### src/rtl/fifo_pkg.sv
// Shared types for the asynchronous FIFO read-side logic.
package fifo_pkg;

  typedef enum logic [1:0] {
    IDLE  = 2'd0,
    BURST = 2'd1,
    DRAIN = 2'd2
  } rd_state_t;

endpackage

### src/rtl/fifo_rr_arb.sv
// Combinational round-robin search: first requester at or above rrptr, wrapping.
module fifo_rr_arb #(
  parameter int unsigned NREQ = 4,
  parameter int unsigned PW   = $clog2(NREQ)
) (
  input  logic [NREQ-1:0] req,
  input  logic [PW-1:0]   rrptr,
  output logic [NREQ-1:0] win_oh,
  output logic [PW-1:0]   win_idx,
  output logic            win_any
);

  int unsigned k;

  always_comb begin
    win_oh  = '0;
    win_idx = '0;
    win_any = 1'b0;
    k       = 0;
    for (int unsigned i = 0; i < NREQ; i++) begin
      k = 32'(rrptr) + i;
      if (k >= NREQ) k = k - NREQ;
      if (!win_any && req[k]) begin
        win_any    = 1'b1;
        win_oh[k]  = 1'b1;
        win_idx    = PW'(k);
      end
    end
  end

endmodule

### src/rtl/fifo_rd_sched.sv
// Read-side scheduler: round-robin bounded bursts from the FIFO read port into
// a one-entry output register with per-consumer valid/ready.
module fifo_rd_sched
  import fifo_pkg::*;
#(
  parameter int unsigned DSIZE    = 8,
  parameter int unsigned NREQ     = 4,
  parameter int unsigned MAXBURST = 4
) (
  input  logic             rclk,
  input  logic             rrst_n,
  input  logic             rempty,
  input  logic [DSIZE-1:0] rdata,
  output logic             rinc,
  input  logic [NREQ-1:0]  req,
  input  logic [NREQ-1:0]  rdy,
  output logic [NREQ-1:0]  gnt,
  output logic [NREQ-1:0]  dvalid,
  output logic [DSIZE-1:0] dout
);

  localparam int unsigned PW = $clog2(NREQ);
  localparam int unsigned BW = $clog2(MAXBURST + 1);

  rd_state_t        state, state_n;
  logic [NREQ-1:0]  gnt_n;
  logic [PW-1:0]    own, own_n;
  logic [PW-1:0]    rrptr, rrptr_n;
  logic [BW-1:0]    bcnt, bcnt_n;
  logic [DSIZE-1:0] hold, hold_n;
  logic             hval, hval_n;
  logic             take;

  logic [NREQ-1:0]  win_oh;
  logic [PW-1:0]    win_idx;
  logic             win_any;

  fifo_rr_arb #(.NREQ(NREQ), .PW(PW)) u_arb (
    .req     (req),
    .rrptr   (rrptr),
    .win_oh  (win_oh),
    .win_idx (win_idx),
    .win_any (win_any)
  );

  assign dvalid = gnt & {NREQ{hval}};
  assign dout   = hold;
  assign take   = dvalid[own] & rdy[own];
  assign rinc   = (state == BURST) & ~rempty & req[own] & (~hval | take);

  always_comb begin
    state_n = state;
    gnt_n   = gnt;
    own_n   = own;
    rrptr_n = rrptr;
    bcnt_n  = bcnt;
    hold_n  = hold;
    hval_n  = hval;
    unique case (state)
      IDLE: begin
        if (win_any && !rempty) begin
          state_n = BURST;
          gnt_n   = win_oh;
          own_n   = win_idx;
          bcnt_n  = '0;
          rrptr_n = (win_idx == PW'(NREQ - 1)) ? '0 : win_idx + PW'(1);
        end
      end
      BURST: begin
        // A simultaneous take and pop keeps hval set: the new word replaces the taken one.
        if (rinc) begin
          hold_n = rdata;
          hval_n = 1'b1;
          bcnt_n = bcnt + BW'(1);
        end else if (take) begin
          hval_n = 1'b0;
        end
        if ((rinc && bcnt_n == BW'(MAXBURST)) || !req[own] || (!rinc && rempty))
          state_n = DRAIN;
      end
      DRAIN: begin
        if (!hval || take) begin
          state_n = IDLE;
          gnt_n   = '0;
          hval_n  = 1'b0;
        end
      end
      default: state_n = IDLE;
    endcase
  end

  always_ff @(posedge rclk or negedge rrst_n) begin
    if (!rrst_n) begin
      state <= IDLE;
      gnt   <= '0;
      own   <= '0;
      rrptr <= '0;
      bcnt  <= '0;
      hold  <= '0;
      hval  <= 1'b0;
    end else begin
      state <= state_n;
      gnt   <= gnt_n;
      own   <= own_n;
      rrptr <= rrptr_n;
      bcnt  <= bcnt_n;
      hold  <= hold_n;
      hval  <= hval_n;
    end
  end

endmodule

### config.mk
export PLATFORM = sky130hd
export DESIGN_NAME = fifo_rd_sched
export DESIGN_NICKNAME = d
export VERILOG_FILES = /design/src/rtl/fifo_pkg.sv /design/src/rtl/fifo_rr_arb.sv /design/src/rtl/fifo_rd_sched.sv
export SDC_FILE = /design/constraint.sdc
export NUM_CORES = 1
export LEC_CHECK = 0
export CAP_MARGIN = 15
export CORE_ASPECT_RATIO = 1.25
export CORE_UTILIZATION = 50
export CTS_BUF_LIST = sky130_fd_sc_hd__clkbuf_2
export DETAILED_ROUTE_END_ITERATION = 8
export MAX_ROUTING_LAYER = met4
export PLACE_DENSITY = 0.77
export SYNTH_ARGS = -nofsm -noshare
export SYNTH_HDL_FRONTEND = slang
export SYNTH_HIERARCHICAL = 1
export SYNTH_SLANG_ARGS = --single-unit
### constraint.sdc
create_clock -name rclk -period 5.7 [get_ports rclk]
set_input_delay 0.57 -clock rclk [delete_from_list [all_inputs] [get_ports rclk]]
set_output_delay 0.57 -clock rclk [all_outputs]
set_load 0.02 [all_outputs]
==> impl_metrics.json <==
{
  "start_kind": "input pin",
  "cts-root-buf": "clkbuf_2",
  "async_flop_share_pct": 100,
  "synth_edf_count": 0,
  "final_common_cell": "clkdlybuf4s50_1",
  "syn_nets": 167,
  "ios": 36,
  "n_antenna_cell": 0,
  "slew-limit-headroom_pct": 37.4,
  "setup_tns_ps": 0,
  "crit_required_ps": 5130,
  "initialDrtViolationCount": 21,
  "syn_inst": 138,
  "synth_top_area_share_pct": 35.8,
  "slowest_stage": "clkdlybuf4s50_1",
  "worst_ep_arrival_time_ps": 2890,
  "grt_pass1_vias": 1263,
  "path_cells": "clkdlybuf4s50_1 -> mux4_2 -> nand3_2 -> a21oi_2 -> clkdlybuf4s50_1",
  "path_delay_family": "buffers and inverters",
  "r2r-start": "rrptr[0]$_DFFE_PN0P_",
  "initial_core_util_pct": 52.7,
  "drc": 0,
  "ant_nets": 0,
  "gp_congestion": 0.781,
  "finalMaxSlewViolations": 0,
  "grt_pass1_wl_mm": 5.55,
  "dieArea_sq_um": 3300,
  "overflow": 0,
  "rsz0062_at_grt": "no",
  "ys_top_cells_by_area": "dfrtp_1 (36%), ha_1 (8.1%), mux2_4 (6.8%)",
  "placed_area_sq_um": 1880,
  "crit_top_cell": "clkdlybuf4s50_1",
  "syn_avg_cell_area_sq_um": 11.1,
  "cts_hold_buf": 0,
  "setup_viol": 0,
  "netlist.top_cell.by_area": "dfrtp_1",
  "routedWlPerCell_um": 15.6,
  "fin_crit_ps": 3460,
  "clock_sink_count": 22,
  "power.density_nw_per_um2": 510,
  "yosysWarnings": 6,
  "final_cell_mix": "clkdlybuf4s50_1 (35), dfrtp_1 (22), nand2_1 (10), ha_1 (10)",
  "period_share_pct": 60.7,
  "cp_max_fo": 11,
  "cts_resized": 0,
  "p_leak_nw": 0.778,
  "synth_top_family_by_area": "multiplexers",
  "grt_antenna_before_repair": 0,
  "clock_path_buffers": 2,
  "grt_max_degree": 23,
  "rows": 22,
  "nets": 200,
  "layout-drive-gt1-share_pct": 13.0,
  "syn-cell-area_sq_um": 1540,
  "yosysSeqAreaShare_pct": 35.8,
  "cts_tree": "done",
  "die_x_um": 51.6,
  "cap_violations": 0,
  "fill_cells": 248,
  "viasPerCell": 5.87,
  "hp-class": "flip-flop to flip-flop",
  "clock.fmax_mhz": 289,
  "end_kind": "output port",
  "clk_pin_slew_ps": 170,
  "status": "complete, no violations",
  "cts_setup_buffers": 0,
  "synthFlopType": "dfrtp_1",
  "synthXorXnorAreaFrac_pct": 0.570,
  "vias": 1203,
  "syn2layout_area_growth_pct": 23.5,
  "cts_buffers": 3,
  "htreeDepth": 1,
  "die_y_um": 64.0,
  "dpl.hpwl_mm": 2.54,
  "path_buf_inv": 2,
  "drt-pass1-iter-count": 4,
  "worst_pin_slew_ps": 935,
  "synthMuxAreaShare_pct": 21.6,
  "critPathMaxStageDelay_ps": 740,
  "synth_compound_area_share_pct": 13.1,
  "grt_use_total_pct": 22.7,
  "hp-start": "bcnt[2]$_DFFE_PN0P_",
  "synth-simple-area-share_pct": 15.6,
  "yosys.cell_types.count": 39,
  "portBuffers": 35,
  "finClkSkew_ps": 8.75,
  "critPathKind": "input pin to output port",
  "synth_seq_cells": 22,
  "final_area_sq_um": 1900,
  "synth_fa_ha_area_share_pct": 8.14,
  "clock_latency_ps": 310,
  "wl_mm": 3.21,
  "peakVddDrop_mv": 0.333,
  "core-area_sq_um": 2920,
  "worstSetupStartpoint": "req[3]",
  "finalHoldViolCount": 0
}
-- cells by family (layout without fill, tap and decap cells) --
group	Yosys count	count (layout)
and+or+nand+nor	38	38
AOI/OAI and AO/OA	30	30
muxes	22	22
DFF	22	22
buffers and inverters	15	46
adders and majority gates	10	10
xor gates and xnor gates	1	1
-- per-layer routing --
metal	routed length, um	vias up	global-route usage [%]
met2	1690	35	37.3
met3	123	14	3.33
li1	-	574	-
met5	0	-	-
met4	121	0	12.8
met1	1270	580	26.0
-- cells in the mapped netlist, drive strengths merged (3+ instances only) --
master and n:
mux2i 5, dfrtp 22, o22ai 4, a22oi 8, nand2b 4, o21ai 7
mux4 5, and2 5, a21oi 4, nand2 10, clkbuf 3, mux2 12
nor2 4, inv 8, buf 4, ha 10
-- per-stage QoR --
stage / util, % / hold slack [ps] / instances / power [mW] / setup slack [ps]
2_1_floorplan: - / 274 / 138 / 0.741 / 3000
3_3_place_gp: 64.5 / 484 / 202 / 0.891 / 2290
3_5_place_dp: 64.5 / 496 / 202 / 0.915 / 2240
4_1_cts: 65.0 / 521 / 205 / 0.973 / 2240
5_1_grt: 65.0 / 551 / 205 / 1.05 / 2130
6_report: 65.0 / 513 / 205 / 0.968 / 2240
-- final timing paths --
check / end / cells after the start / slack, ps
worst max-delay path: rinc / 5 / 2240
worst min-delay path: bcnt[2]$_DFFE_PN0P_ / 1 / 510
worst max register to register: rrptr[1]$_DFFE_PN0P_ / 7 / 2420
worst min register to register: bcnt[2]$_DFFE_PN0P_ / 1 / 510
max in group asynchronous: rrptr[1]$_DFFE_PN0P_ / 1 / 4380
min in group asynchronous: dout[6]$_DFFE_PN0P_ / 1 / 750
-- worst register-to-register path, stage by stage, from the launching register on --
cell	delay (ps)
dfrtp_1	760
inv_1	210
ha_1	420
mux4_2	450
nor3_1	320
nand2b_1	130
nand3b_1	510
mux2_2	400
-- state kept, by name (all words and copies together), names as in the netlist --
signal,count
bcnt,3
dout,8
gnt,4
hval,1
own,2
rrptr,2
state,2
-- report_power, final --
part	internal (mW)	switching (mW)	total [mW]
logic	0.304	0.298	0.602
clock network	0.0143	0.0420	0.0564
registers	0.221	0.0877	0.309
-- area by class of cell --
| class | count | area [sq um] | share of cell area [%] |
|---|---|---|---|
| repair buffers | 35 | 350 | 18.5 |
| multi-input cells | 101 | 906 | 47.8 |
| clock buffers | 3 | 15.0 | 0.792 |
| flip-flops and latches | 22 | 551 | 29.0 |
| inverters | 8 | 30.0 | 1.58 |
| well taps | 36 | 45.0 | 2.37 |
(Power assumes the default switching activity.)
